## config.mk

```make
export PLATFORM = sky130hd
export DESIGN_NAME = boot_loader
export DESIGN_NICKNAME = d
export VERILOG_FILES = /design/src/rtl/boot_loader.sv
export SDC_FILE = /design/constraint.sdc
export NUM_CORES = 1
export LEC_CHECK = 0
export BUFFER_PORTS_ARGS = -buffer_cell sky130_fd_sc_hd__buf_2
export CAP_MARGIN = 40
export CORE_MARGIN = 2
export CORE_UTILIZATION = 56
export DETAILED_ROUTE_END_ITERATION = 12
export GPL_TIMING_DRIVEN = 0
export PLACE_DENSITY = 0.84
export SKIP_CTS_REPAIR_TIMING = 1
export SYNTH_ARGS = -nofsm -noshare
export SYNTH_HDL_FRONTEND = slang
export SYNTH_SLANG_ARGS = --single-unit
```

## constraint.sdc

```tcl
create_clock -name Clk -period 5.5 [get_ports Clk]
set_input_delay 0 -clock Clk [delete_from_list [all_inputs] [get_ports Clk]]
set_output_delay 0 -clock Clk [all_outputs]
set_load 0.02 [all_outputs]
```

## src/rtl/boot_loader.sv

```systemverilog
// boot_loader: streams a byte image into the datapath RAM over MOV/MOC and holds the CPU in clear until done.
// Define BOOT_LOADER_VERIFY_EN to add a checksum readback pass after the last write.
module boot_loader #(
    parameter int ADDR_W      = 9,
    parameter int BASE_ADDR   = 0,
    parameter int MOC_TIMEOUT = 15
) (
    input  logic              Clk,
    input  logic              Clear_n,
    input  logic              start,
    input  logic              in_valid,
    input  logic [7:0]        in_data,
    input  logic              in_last,
    output logic              in_ready,
    output logic [ADDR_W-1:0] mem_addr,
    output logic [7:0]        mem_wdata,
    output logic              mem_mov,
    output logic              mem_rw,
    input  logic [7:0]        mem_rdata,
    input  logic              mem_moc,
    output logic              cpu_clear,
    output logic              done,
    output logic              error,
    output logic [1:0]        err_code,
    output logic [ADDR_W:0]   byte_count
);

    // state       | meaning
    // IDLE        | after reset, waiting for start
    // ACCEPT      | in_ready high, waiting for a source byte
    // WRITE       | MOV held with write data until MOC or timeout
    // VERIFY_RD   | set up the next readback (verify build only)
    // VERIFY_WAIT | MOV held for a read until MOC or timeout
    // DONE        | load finished; CPU released only when error is clear
    typedef enum logic [2:0] {
        S_IDLE,
        S_ACCEPT,
        S_WRITE,
`ifdef BOOT_LOADER_VERIFY_EN
        S_VERIFY_RD,
        S_VERIFY_WAIT,
`endif
        S_DONE
    } state_t;

    localparam logic [ADDR_W-1:0] BASE     = ADDR_W'(BASE_ADDR);
    localparam logic [ADDR_W-1:0] ADDR_ONE = ADDR_W'(1);
    localparam logic [ADDR_W:0]   CNT_ONE  = (ADDR_W+1)'(1);
    localparam logic [7:0]        TIMEOUT  = 8'(MOC_TIMEOUT);

    state_t            state, state_nxt;
    logic [ADDR_W-1:0] addr_nxt;
    logic [7:0]        wdata_nxt;
    logic              last_q, last_nxt;
    logic [ADDR_W:0]   count_nxt;
    logic              error_nxt;
    logic [1:0]        code_nxt;
    logic [7:0]        csum, csum_nxt;
    logic [7:0]        wait_cnt, wait_nxt;

`ifdef BOOT_LOADER_VERIFY_EN
    logic [7:0]        rd_csum, rd_csum_nxt, rd_sum;
    logic [ADDR_W-1:0] end_addr, end_addr_nxt;
`else
    logic [7:0]        unused_rdata;
    assign unused_rdata = mem_rdata;
`endif

    assign done      = (state == S_DONE);
    assign cpu_clear = !(done && !error);

    always_comb begin
        state_nxt = state;
        addr_nxt  = mem_addr;
        wdata_nxt = mem_wdata;
        last_nxt  = last_q;
        count_nxt = byte_count;
        error_nxt = error;
        code_nxt  = err_code;
        csum_nxt  = csum;
        wait_nxt  = wait_cnt;
        in_ready  = 1'b0;
        mem_mov   = 1'b0;
        mem_rw    = 1'b0;
`ifdef BOOT_LOADER_VERIFY_EN
        rd_csum_nxt  = rd_csum;
        end_addr_nxt = end_addr;
        rd_sum       = rd_csum + mem_rdata;
`endif
        case (state)
            S_IDLE, S_DONE: begin
                if (start) begin
                    state_nxt = S_ACCEPT;
                    error_nxt = 1'b0;
                    code_nxt  = 2'd0;
                    count_nxt = '0;
                    csum_nxt  = 8'd0;
                    addr_nxt  = BASE;
                end
            end
            S_ACCEPT: begin
                in_ready = 1'b1;
                if (in_valid) begin
                    wdata_nxt = in_data;
                    last_nxt  = in_last;
                    csum_nxt  = csum + in_data;
                    wait_nxt  = TIMEOUT;
                    state_nxt = S_WRITE;
                end
            end
            S_WRITE: begin
                mem_mov = 1'b1;
                if (mem_moc) begin
                    count_nxt = byte_count + CNT_ONE;
                    if (last_q) begin
`ifdef BOOT_LOADER_VERIFY_EN
                        state_nxt    = S_VERIFY_RD;
                        end_addr_nxt = mem_addr;
                        addr_nxt     = BASE;
                        rd_csum_nxt  = 8'd0;
`else
                        state_nxt = S_DONE;
`endif
                    end else if (mem_addr == '1) begin
                        // non-last byte landed on the top address: image too big, never wrap
                        state_nxt = S_DONE;
                        error_nxt = 1'b1;
                        code_nxt  = 2'd1;
                    end else begin
                        addr_nxt  = mem_addr + ADDR_ONE;
                        state_nxt = S_ACCEPT;
                    end
                end else if (wait_cnt == 8'd1) begin
                    state_nxt = S_DONE;
                    error_nxt = 1'b1;
                    code_nxt  = 2'd2;
                end else begin
                    wait_nxt = wait_cnt - 8'd1;
                end
            end
`ifdef BOOT_LOADER_VERIFY_EN
            S_VERIFY_RD: begin
                wait_nxt  = TIMEOUT;
                state_nxt = S_VERIFY_WAIT;
            end
            S_VERIFY_WAIT: begin
                mem_mov = 1'b1;
                mem_rw  = 1'b1;
                if (mem_moc) begin
                    rd_csum_nxt = rd_sum;
                    if (mem_addr == end_addr) begin
                        state_nxt = S_DONE;
                        if (rd_sum != csum) begin
                            error_nxt = 1'b1;
                            code_nxt  = 2'd3;
                        end
                    end else begin
                        addr_nxt  = mem_addr + ADDR_ONE;
                        state_nxt = S_VERIFY_RD;
                    end
                end else if (wait_cnt == 8'd1) begin
                    state_nxt = S_DONE;
                    error_nxt = 1'b1;
                    code_nxt  = 2'd2;
                end else begin
                    wait_nxt = wait_cnt - 8'd1;
                end
            end
`endif
            default: state_nxt = S_IDLE;
        endcase
    end

    always_ff @(posedge Clk or negedge Clear_n) begin
        if (!Clear_n) begin
            state      <= S_IDLE;
            mem_addr   <= BASE;
            mem_wdata  <= 8'd0;
            last_q     <= 1'b0;
            byte_count <= '0;
            error      <= 1'b0;
            err_code   <= 2'd0;
            csum       <= 8'd0;
            wait_cnt   <= TIMEOUT;
`ifdef BOOT_LOADER_VERIFY_EN
            rd_csum    <= 8'd0;
            end_addr   <= BASE;
`endif
        end else begin
            state      <= state_nxt;
            mem_addr   <= addr_nxt;
            mem_wdata  <= wdata_nxt;
            last_q     <= last_nxt;
            byte_count <= count_nxt;
            error      <= error_nxt;
            err_code   <= code_nxt;
            csum       <= csum_nxt;
            wait_cnt   <= wait_nxt;
`ifdef BOOT_LOADER_VERIFY_EN
            rd_csum    <= rd_csum_nxt;
            end_addr   <= end_addr_nxt;
`endif
        end
    end

endmodule

```

### After elaboration in Yosys (flattened, before gate mapping)

Cells that the tools add are included.

| cells by class | value |
|---|---|
| reductions and logical operators | 13 |
| $add $sub $neg | 3 |
| equality and inequality tests | 15 |
| mux-type cells | 33 |

Operator list:

| cell | number |
|---|---|
| 2-to-1 mux 9 bit | 4 |
| 2-to-1 mux 8 bit | 3 |
| 2-to-1 mux 10 bit | 2 |
| case mux 10 bit (2 select lines) | 1 |
| case mux 9 bit (2 select lines) | 1 |
| case mux 8 bit (2 select lines) | 1 |
| 2-to-1 mux 2 bit | 7 |
| inequality test 2 bit, second input constant | 7 |
| 2-to-1 mux 3 bit | 4 |
| adder 10 x 1 -> 10 bit, second input constant | 1 |
| AND reduction 5 bit | 2 |
| adder 9 x 1 -> 9 bit, second input constant | 1 |
| equality test 9 bit, second input constant | 1 |
| inequality test 3 bit, second input constant | 3 |
| case mux 3 bit (3 select lines) | 1 |
| equality test 8 x 1 -> 1 bit, second input constant | 1 |
| subtractor 8 x 1 -> 8 bit, second input constant | 1 |
| 2-to-1 mux 1 bit | 7 |
| equality test 3 x 2 -> 1 bit, second input constant | 2 |
| AND reduction 3 bit | 2 |
| case mux 2 bit (2 select lines) | 1 |
| AND reduction 4 bit | 1 |
| nonzero test 2 bit | 2 |
| equality test 3 x 1 -> 1 bit, second input constant | 1 |
| other kinds (6) | 7 |

| storage, ports and cells | value |
|---|---|
| input port bits | 22 |
| word-level logic and storage cells | 72 |
| bits in registers | 42 |
| output and inout port bits | 35 |

### Logic depth before layout (Yosys ltp)

Gate-level depths: netlist (run 1).

| depth | value |
|---|---|
| depth in word-level cells | 5 |
| gate-level depth with buffers | 9 |
| depth with buffers taken out | 8 |

### Worst setup path after synthesis (run 1)

OpenSTA, ideal clock, no wires.

| path | value |
|---|---|
| path type | register to register |
| start point | register mem_addr[0] |
| end point | register mem_addr[7] |
| period minus slack after synthesis | 2.271 ns |
| required time | 5.422 ns |
| library setup time | 0.078 ns |
| path buffers | 0 |
| stages on the path, launching flop included | 9 |
| arrival | 2.193 ns |
| setup slack | 3.229 ns |
| cells stage by stage | dfrtp_1 -> ha_1 -> nand2_1 -> nor2_1 -> ha_1 -> or3b_1 -> a21o_1 -> or4_1 -> a21oi_1 |

| on the way | value |
|---|---|
| cells in the longest elaborated chain, start to end | 5 |
| elaborated cells on any way between the ends | 8 |
| classes of those cells | 1 x add/sub; 2 x eq/ne; 4 x mux; 1 x reduce/logical |

RTL lines:

| item | line | source |
|---|---|---|
| start, declared | 15 | `output logic [ADDR_W-1:0] mem_addr,` |
| start signal, assigned | 191 | `mem_addr <= addr_nxt;` |
| adder 9 x 1 -> 9 bit | 130 | `addr_nxt = mem_addr + ADDR_ONE;` |
| 2-to-1 mux 9 bit | 124 | `end else if (mem_addr == '1) begin` |
| 2-to-1 mux 9 bit | 115 | `if (last_q) begin` |
| 2-to-1 mux 9 bit | 113 | `if (mem_moc) begin` |
| case mux 9 bit (2 select lines) | 90 | `case (state)` |

Parallel ways exist; a longest one is shown, timed or not. The select of a mux whose other input is x is not followed.
A chain may end at the register's enable or synchronous reset.

### Worst setup path after layout (run 1)

| path | value |
|---|---|
| start point | register mem_addr[2] |
| end point | register mem_addr[7] |

Same word-level chain as after synthesis.

==> flow_summary.ini, run 1 <==
[run_status]
status = complete, no violations

[routing]
wl_per_cell_um = 13.8
ant_nets = 0
drt_iter0_drc = 131
vias = 1859
viasPerCell = 5.52
drt_wl_total_um = 4670
dr.pass1.iters = 4
route.detailed.drc = 0

[critical_path]
arrival_ns = 2.58
reg2reg_from = mem_addr[2]
worst_setup_path_start_kind = flip-flop
rr_worst_depth = 9
cp.required_ns = 5.65
rr_endpoint = mem_addr[7]
cp-end-kind = flip-flop
path_max_fanout = 10
critical_path_class = flip-flop to flip-flop
rrSetupSlack_ns = 3.07

[floorplanning]
dieArea_um2 = 4430
die_h_um = 66.5
coreArea_um2 = 3720
die_w_um = 66.5
start_util_pct = 59.0
pin_count = 57
num_rows = 22

[sta]
max_freq_mhz = 412
worst_slew_pin_slew_ns = 0.663
skew_ns = 0.00453
finalHoldViolations = 0
finalSetupViolations = 0
setup_tns_ns = 0
hold_slack_ns = 0.0170
finalCritPeriodShare_pct = 44.2
min_period_ns = 2.43
rsz0062_at_grt = false
slew_violations = 0
relSlewSlack_pct = 55.8

[placement]
place_congestion = 0.873
portBuffers = 46
placed_cell_area_um2 = 2500
hpwl_um = 3370

[yosys]
synth_top_cell_area_share_pct = 42.3
yosysWarnings = 0
synth-main-ff-cell = dfrtp_1
syn_nets = 255
synth_cell_types = 41
synth_edf_count = 0
avgSynthCellArea_um2 = 9.78
ys_top_cells_by_area = dfrtp_1, ha_1, mux2_2
async_reset_ff_share_pct = 100
synth_top_area_cell = dfrtp_1
ys_seq_area_share_pct = 47.1
netlist_area_um2 = 2190
synth_seq_cells = 41
synthCells = 224

[pwr]
cellLeakagePower_nw = 1.26
vdd_drop_max_uv = 301
power_density_nw_per_um2 = 411

[global_route]
grt_pass1_wl_um = 7860
grt_max_degree = 32
overflow = 0
grt_pass1_vias = 1786
grt_usage_pct = 23.4
antenna_found_initial = 0

[clocking]
cts_tree = built
clkSlewWorstSetupHoldPaths_ns = 0.08
htree_levels = 2
cts_buffers = 5
root_buffer = clkbuf_8
clock_path_buffers = 2
cts.sinks = 41
clkLatencyLatePin_ns = 0.29

[flow_run]
maxCapViolations = 0

[layout]
antennaDiodeCount = 0
nets = 319
multiInputGateArea_um2 = 1070
design_area_um2 = 2680
ff_latch_area_um2 = 1030
fill_cells = 298
drive_gt1_share_pct = 25.3
area_delta_synth_final_pct = 22.5

[min_path]
min_from = mem_moc
whs_path_depth = 3
hold_path_end = err_code[0]
hold_class = primary input to flip-flop
cell usage in the layout, fill, tap and decap left out, types with 5 or more instances in the layout:
cell | Yosys | routed
a21oi_1 | 18 | 18
buf_2 | 0 | 46
clkbuf_1 | 5 | 6
clkbuf_8 | 0 | 5
dfrtp_1 | 37 | 37
dlygate4sd3_1 | 0 | 10
ha_1 | 9 | 9
inv_1 | 13 | 13
mux2_2 | 10 | 10
nand2_1 | 20 | 20
nand2b_1 | 7 | 7
nand3_1 | 5 | 5
nor2_1 | 12 | 12
o21ai_0 | 12 | 12
o31ai_1 | 8 | 8
or3_1 | 6 | 6
or4_1 | 7 | 7
cells by family after synthesis:
group | synth area share (%)
AOI/OAI and AO/OA | 15.0
xor gates and xnor gates | 0.800
adders and majority gates | 5.14
buffers and inverters | 3.94
DFF | 47.1
muxes | 6.97
other | 0.171
and+or+nand+nor | 20.9
layout make-up:
type                    instances  share of cell area (%)
multi-input cells             162                    40.0
flip-flops and latches         41                    38.4
repair buffers                 57                    13.1
clock buffers                   6                    2.70
well taps                      48                    2.24
inverters                      13                    1.82
plain buffers                   8                    1.40
clock inverters                 2                   0.373
power by group:
group	total, mW	switching [mW]	internal [mW]	leakage (nW)
Clock	0.187	0.0989	0.0879	0.0450
Combinational	0.501	0.314	0.187	0.680
Sequential	0.415	0.0486	0.367	0.531
Total	1.10	0.461	0.642	1.26
critical path, cell delays in order, from the launching register on:
cell	delay, ns
dfrtp_1	0.44
nand4_1	0.14
or2_2	0.15
nor2_1	0.05
ha_1	0.19
or3b_1	0.42
a21o_1	0.25
clkbuf_1	0.24
o31ai_1	0.31
a21oi_1	0.10
registers in the layout, summed over array words and instances (netlist names):
name / cells
byte_count: 10
mem_addr: 9
mem_wdata: 8
wait_cnt: 8
err_code: 2
state: 2
error: 1
last_q: 1
stage by stage:
stage	worst slack (ns)	instances	total power, mW	utilization (%)
after floorplan	3.23	224	0.768	-
after global placement	3.15	318	0.899	66.8
after detailed placement	3.10	319	0.916	67.3
after CTS	3.09	327	1.10	69.5
after global routing	2.85	337	1.19	72.2
final	3.07	337	1.10	72.2
metal layers:
metal  vias up  part of all wire (%)  global-route usage, %
li1        937                     -                      -
met1       872                    46                   30.5
met2        42                    49                   39.0
met3         8                   3.7                   4.73
met4         0                   1.6                   7.40
met5         -                     0                      0
cell usage after synthesis (3+ instances only):
master and count:
dfrtp_1 37, nand2_1 20, a21oi_1 18, inv_1 13, nor2_1 12, o21ai_0 12
mux2_2 10, ha_1 9, o31ai_1 8, nand2b_1 7, or4_1 7, or3_1 6
clkbuf_1 5, nand3_1 5, dfstp_2 4, mux2i_1 4, nand4_1 4, nor4_1 4
a21o_1 3, a22o_1 3, nand3b_1 3, nor3_1 3, nor4b_1 3
how the worst max path moves through the flow:
stage                      startpoint           to  slack (ns)
after detailed placement  mem_addr[2]  mem_addr[7]        3.10
after global placement    mem_addr[2]  mem_addr[7]        3.15
after global routing         state[0]  mem_addr[5]        2.85
after CTS                 mem_addr[2]  mem_addr[7]        3.09
final                     mem_addr[2]  mem_addr[7]        3.07
after floorplan           mem_addr[0]  mem_addr[7]        3.23
Power figures use the tool's default switching activity.
==> run 2: changes to the inputs <==
--- a/config.mk
+++ b/config.mk
@@ -5,13 +5,14 @@
 export SDC_FILE = /design/constraint.sdc
 export NUM_CORES = 1
 export LEC_CHECK = 0
+export ABC_AREA = 1
 export BUFFER_PORTS_ARGS = -buffer_cell sky130_fd_sc_hd__buf_2
 export CAP_MARGIN = 40
 export CORE_MARGIN = 2
-export CORE_UTILIZATION = 56
+export CORE_UTILIZATION = 53
 export DETAILED_ROUTE_END_ITERATION = 12
 export GPL_TIMING_DRIVEN = 0
-export PLACE_DENSITY = 0.84
+export PLACE_DENSITY = 0.79
 export SKIP_CTS_REPAIR_TIMING = 1
 export SYNTH_ARGS = -nofsm -noshare
 export SYNTH_HDL_FRONTEND = slang
==> constraint.sdc (replaced) <==
create_clock -name Clk -period 2.5 [get_ports Clk]
set_input_delay 0 -clock Clk [delete_from_list [all_inputs] [get_ports Clk]]
set_output_delay 0 -clock Clk [all_outputs]
set_load 0.02 [all_outputs]
==> flow_summary.ini, run 2 <==
[critical_path]
critical_path_class = flip-flop to flip-flop
cp-end-kind = flip-flop
worst_setup_path_start_kind = flip-flop
crit_path_frequent_cell = nor2_1
cp.required_ns = 2.72
path_max_fanout = 10
critPathBufInv = 2
cpLargestDelayFamily = simple AND/OR/NAND/NOR gates
arrival_ns = 2.26
cp_slowest_cell = dfrtp_1
crit_chain = ha_1 > inv_1 > nor2_1 > nand4_1 > nor2_1 > ha_1 > nor2_1 > nand2_1 > nand2_1 > nand2_4 > buf_6 > o21ai_0 > a21oi_1
cpPeakStageDelay_ns = 0.41

[floorplanning]
die_w_um = 70.7
pin_count = 57
start_util_pct = 54.6
num_rows = 24
die_h_um = 70.7
coreArea_um2 = 4320
dieArea_um2 = 5000

[global_route]
grt_pass1_vias = 1988
antenna_found_initial = 0
overflow = 0
grt_max_degree = 29
grt_usage_pct = 21.5
grt_pass1_wl_um = 8670

[layout]
largest_register_ff_count = 10
mostFrequentLayoutCell = nand2_1
regMostFlops = byte_count
final_cell_mix = nand2_1, buf_2, inv_1
largestRegisters = byte_count (10), mem_addr (9)
area_delta_synth_final_pct = 21.5
design_area_um2 = 2870
final_core_util_pct = 66.3
drive_gt1_share_pct = 21.8
nets = 411
antennaDiodeCount = 0
instances_no_fill = 432

[yosys]
synth_top_area_cell = dfrtp_1
syn_nets = 346
synthCells = 315
ys_seq_area_share_pct = 43.7
ys_top_cells_by_area = dfrtp_1, nand2_1, inv_1
netlist_area_um2 = 2360
yosysMostFrequentCell = nand2_1
synth_edf_count = 0
synth-main-ff-cell = dfrtp_1
async_reset_ff_share_pct = 100
synth_commonest_cells = nand2_1, inv_1, dfrtp_1, nand3_1
synth_seq_cells = 41
yosysWarnings = 0
synth_top_cell_area_share_pct = 39.2
synth_cell_types = 29
avgSynthCellArea_um2 = 7.50

[sta]
rsz0062_at_grt = false
relSlewSlack_pct = 64.1
min_period_ns = 2.04
worst_slew_pin_slew_ns = 0.539
hold_slack_ns = 0.127
finalHoldViolations = 0
fin_ws_ns = 0.458
skew_ns = 0.00708
setup_tns_ns = 0
max_freq_mhz = 490
finalSetupViolations = 0
finalCritPeriodShare_pct = 81.7
slew_violations = 0

[routing]
dr.pass1.iters = 4
vias = 2150
viasPerCell = 4.98
drt_wl_total_um = 5210
route.detailed.drc = 0
ant_nets = 0
drt_iter0_drc = 140
wl_per_cell_um = 12.0

[pwr]
clockPowerShare_pct = 15.5
p_switching_mw = 1.31
switching_share_pct = 46.3
power_frac_comb_pct = 50.7
vdd_drop_max_uv = 696
p_seq_share_pct = 33.8
cellLeakagePower_nw = 1.53
power_density_nw_per_um2 = 990
power.internal_mw = 1.52
power_mw = 2.84

[run_status]
status = complete, no violations

[placement]
place_congestion = 0.844
portBuffers = 47
placed_cell_area_um2 = 2680
place_inst = 415
place_worst_setup_slack_ns = 0.485
hpwl_um = 3740

[clocking]
cts.sinks = 41
clkSlewWorstSetupHoldPaths_ns = 0.07
root_buffer = clkbuf_8
clock_path_buffers = 2
clkLatencyLatePin_ns = 0.29
cts_tree = built
cts_buffers = 5
htree_levels = 2

[flow_run]
maxCapViolations = 0

[min_path]
hold_class = primary input to flip-flop
## run 2: power by group through the flow
stage                     sequential [mW]  combinational, mW  clock, mW
after floorplan                      1.07              0.935          0
after global placement              0.969               1.39          0
after detailed placement            0.969               1.42          0
after CTS                           0.959               1.43      0.450
after global routing                0.987               1.62      0.473
final                               0.961               1.44      0.440
## run 2: layout make-up
type | count | area, um^2
buffer | 6 | 50.0
clock buffer | 7 | 86.3
fill | 384 | 1460
inverter | 48 | 180
multi-input combinational | 220 | 1100
sequential | 41 | 1030
tap | 52 | 65.1
timing repair buffer | 58 | 355
## run 2: worst paths after layout
path	startpoint	endpoint	slack (ns)	cells past startpoint
setup / recovery	mem_addr[0]	mem_addr[3]	0.46	13
hold / removal	in_valid	state[1]	0.13	5
setup reg to reg	mem_addr[0]	mem_addr[3]	0.46	13
hold reg to reg	mem_wdata[6]	mem_wdata[6]	0.48	2
max in group asynchronous	Clear_n	state[1]	1.89	3
min in group asynchronous	Clear_n	mem_addr[2]	0.14	2
## run 2: routing by layer
metal / up-vias / global-route usage (%) / routed length, um
met3: 7 / 4.42 / 212
met2: 44 / 35.8 / 2560
met1: 980 / 28.4 / 2370
met4: 0 / 6.71 / 58
met5: - / 0 / 0
li1: 1119 / - / -
## run 2: kinds of logic after synthesis
logic type	after synthesis	share of synthesized area [%]
XOR/XNOR	2	0.742
flip-flops	41	43.7
other	1	0.159
AND/OR/NAND/NOR	175	33.2
buffers and inverters	54	9.75
AO/OA/AOI/OAI	33	7.74
adder cells (fa/ha/maj)	9	4.77
## run 2: worst reg2reg max path, cell delays in order (launching register included)
cell and delay [ns]:
dfrtp_1 0.41, ha_1 0.22, inv_1 0.06, nor2_1 0.18, nand4_1 0.15, nor2_1 0.13, ha_1 0.18, nor2_1 0.05
nand2_1 0.06, nand2_1 0.11, nand2_4 0.10, buf_6 0.13, o21ai_0 0.07, a21oi_1 0.13
==> run 3: changes to the inputs <==
--- a/config.mk
+++ b/config.mk
@@ -5,11 +5,11 @@
 export SDC_FILE = /design/constraint.sdc
 export NUM_CORES = 1
 export LEC_CHECK = 0
-export ABC_AREA = 1
+export ABC_AREA = 0
 export BUFFER_PORTS_ARGS = -buffer_cell sky130_fd_sc_hd__buf_2
 export CAP_MARGIN = 40
 export CORE_MARGIN = 2
-export CORE_UTILIZATION = 53
+export CORE_UTILIZATION = 52
 export DETAILED_ROUTE_END_ITERATION = 12
 export GPL_TIMING_DRIVEN = 0
 export PLACE_DENSITY = 0.79
==> constraint.sdc (replaced) <==
create_clock -name Clk -period 2.1 [get_ports Clk]
set_input_delay 0 -clock Clk [delete_from_list [all_inputs] [get_ports Clk]]
set_output_delay 0 -clock Clk [all_outputs]
set_load 0.02 [all_outputs]
==> flow_summary.ini, run 3 (same netlist as run 1, synthesis figures left out) <==
[floorplanning]
die_h_um = 68.9
die_w_um = 68.9
dieArea_um2 = 4750
start_util_pct = 54.4
coreArea_um2 = 4030
pin_count = 57
num_rows = 23

[layout]
nets = 326
antennaDiodeCount = 0
final_core_util_pct = 70.8
drive_gt1_share_pct = 36.8
mostFrequentLayoutCell = buf_2
largestRegisters = byte_count (10), mem_addr (9)
final_cell_mix = buf_2, dfrtp_1, nand2_1
largest_register_ff_count = 10
regMostFlops = byte_count
area_delta_synth_final_pct = 30.3

[min_path]
hold_class = primary input to flip-flop
whs_path_depth = 3

[sta]
rsz0062_at_grt = true
min_period_ns = 2.29
slew_violations = 0
hold_slack_ns = 0.0282
max_freq_mhz = 437
finalHoldViolations = 0
skew_ns = 0.0113
fin_ws_ns = -0.188
finalSetupViolations = 5
finalCritPeriodShare_pct = 109

[run_status]
violations = setup timing
status = complete, but fails checks

[critical_path]
cpPeakStageDelay_ns = 0.48
arrival_ns = 2.52
cp_num_cells = 8
cp.required_ns = 2.33
cpLargestDelayFamily = simple AND/OR/NAND/NOR gates
crit_chain = nand4_1 > or2_4 > nor2_2 > ha_2 > or3b_4 > a21o_4 > or4_4 > a21oi_2
critical_path_class = flip-flop to flip-flop
worst_setup_path_start_kind = flip-flop
critPathBufInv = 0
path_max_fanout = 6
rr_worst_depth = 8
cp_slowest_cell = or4_4
cp-end-kind = flip-flop

[clocking]
cts_tree = built
cts.sinks = 41
clkSlewWorstSetupHoldPaths_ns = 0.09
clock_path_buffers = 2
root_buffer = clkbuf_8
cts_buffers = 5
clkLatencyLatePin_ns = 0.30
htree_levels = 2

[placement]
place_congestion = 0.788
hpwl_um = 3510
portBuffers = 46

[global_route]
grt_max_degree = 24
grt_usage_pct = 21.6
grt_pass1_wl_um = 7630
antenna_found_initial = 0
grt_pass1_vias = 1723
overflow = 0

[routing]
drt_iter0_drc = 117
drt_wl_total_um = 5220
vias = 1962
viasPerCell = 5.67
wl_per_cell_um = 15.1
ant_nets = 0
dr.pass1.iters = 4
route.detailed.drc = 0

[pwr]
power_mw = 3.07
vdd_drop_max_uv = 881
power_density_nw_per_um2 = 1080
cellLeakagePower_nw = 1.29

[flow_run]
maxCapViolations = 0
==> run 3: cell count changes in the layout (fill, tap and decap cells not counted), moves of 10 or more <==
cell / delta
inv_1: -30
mux2_2: +10
nand3_1: -18
nand2_1: -84
buf_4: +10
==> run 3: path summary, 6_finish.rpt <==
kind                        startpoint       endpoint  slack [ns]
max                        mem_addr[3]    mem_addr[4]       -0.19
min                            mem_moc    err_code[0]        0.03
max reg2reg                mem_addr[3]    mem_addr[4]       -0.19
min reg2reg                err_code[1]    err_code[1]        0.49
max in group asynchronous      Clear_n    wait_cnt[3]        1.35
min in group asynchronous      Clear_n  byte_count[5]        0.18
==> run 3: area by class of cell <==
type                    instances  area, um^2
inverters                      13        48.8
clock inverters                 2        15.0
plain buffers                   8        45.0
well taps                      50        62.6
flip-flops and latches         41        1040
fillers                       307        1170
clock buffers                   6        72.6
multi-input cells             162        1160
repair buffers                 64         410
==> run 3: worst min-delay path: stages <==
cell and delay, ns:
buf_4 0.15, nand2_1 0.07, a2bb2oi_1 0.07
==> run 3: power by group <==
group / internal [mW] / switching, mW / leakage (nW)
logic: 0.567 / 0.872 / 0.728
registers: 0.963 / 0.142 / 0.522
clock network: 0.234 / 0.293 / 0.0374
==> run 3: through the flow <==
step	setup TNS [ns]	instance area (um^2)	std cells	setup WS, ns
global placement	-1.29	2500	320	-0.178
finish	-0.861	2850	346	-0.188
CTS	-2.39	2620	329	-0.249
detailed placement	-1.96	2530	321	-0.214
global route	-1.46	2850	346	-0.248
floorplan	-0.159	2210	224	-0.0553
==> run 3: routing by layer <==
metal  vias to the layer above  track usage [%]  part of all wire, %
li1                        953                -                    -
met1                       944             27.7                   45
met2                        59             35.8                   49
met3                         6             5.19                  4.8
met4                         0             7.60                  1.3
met5                         -                0                    0
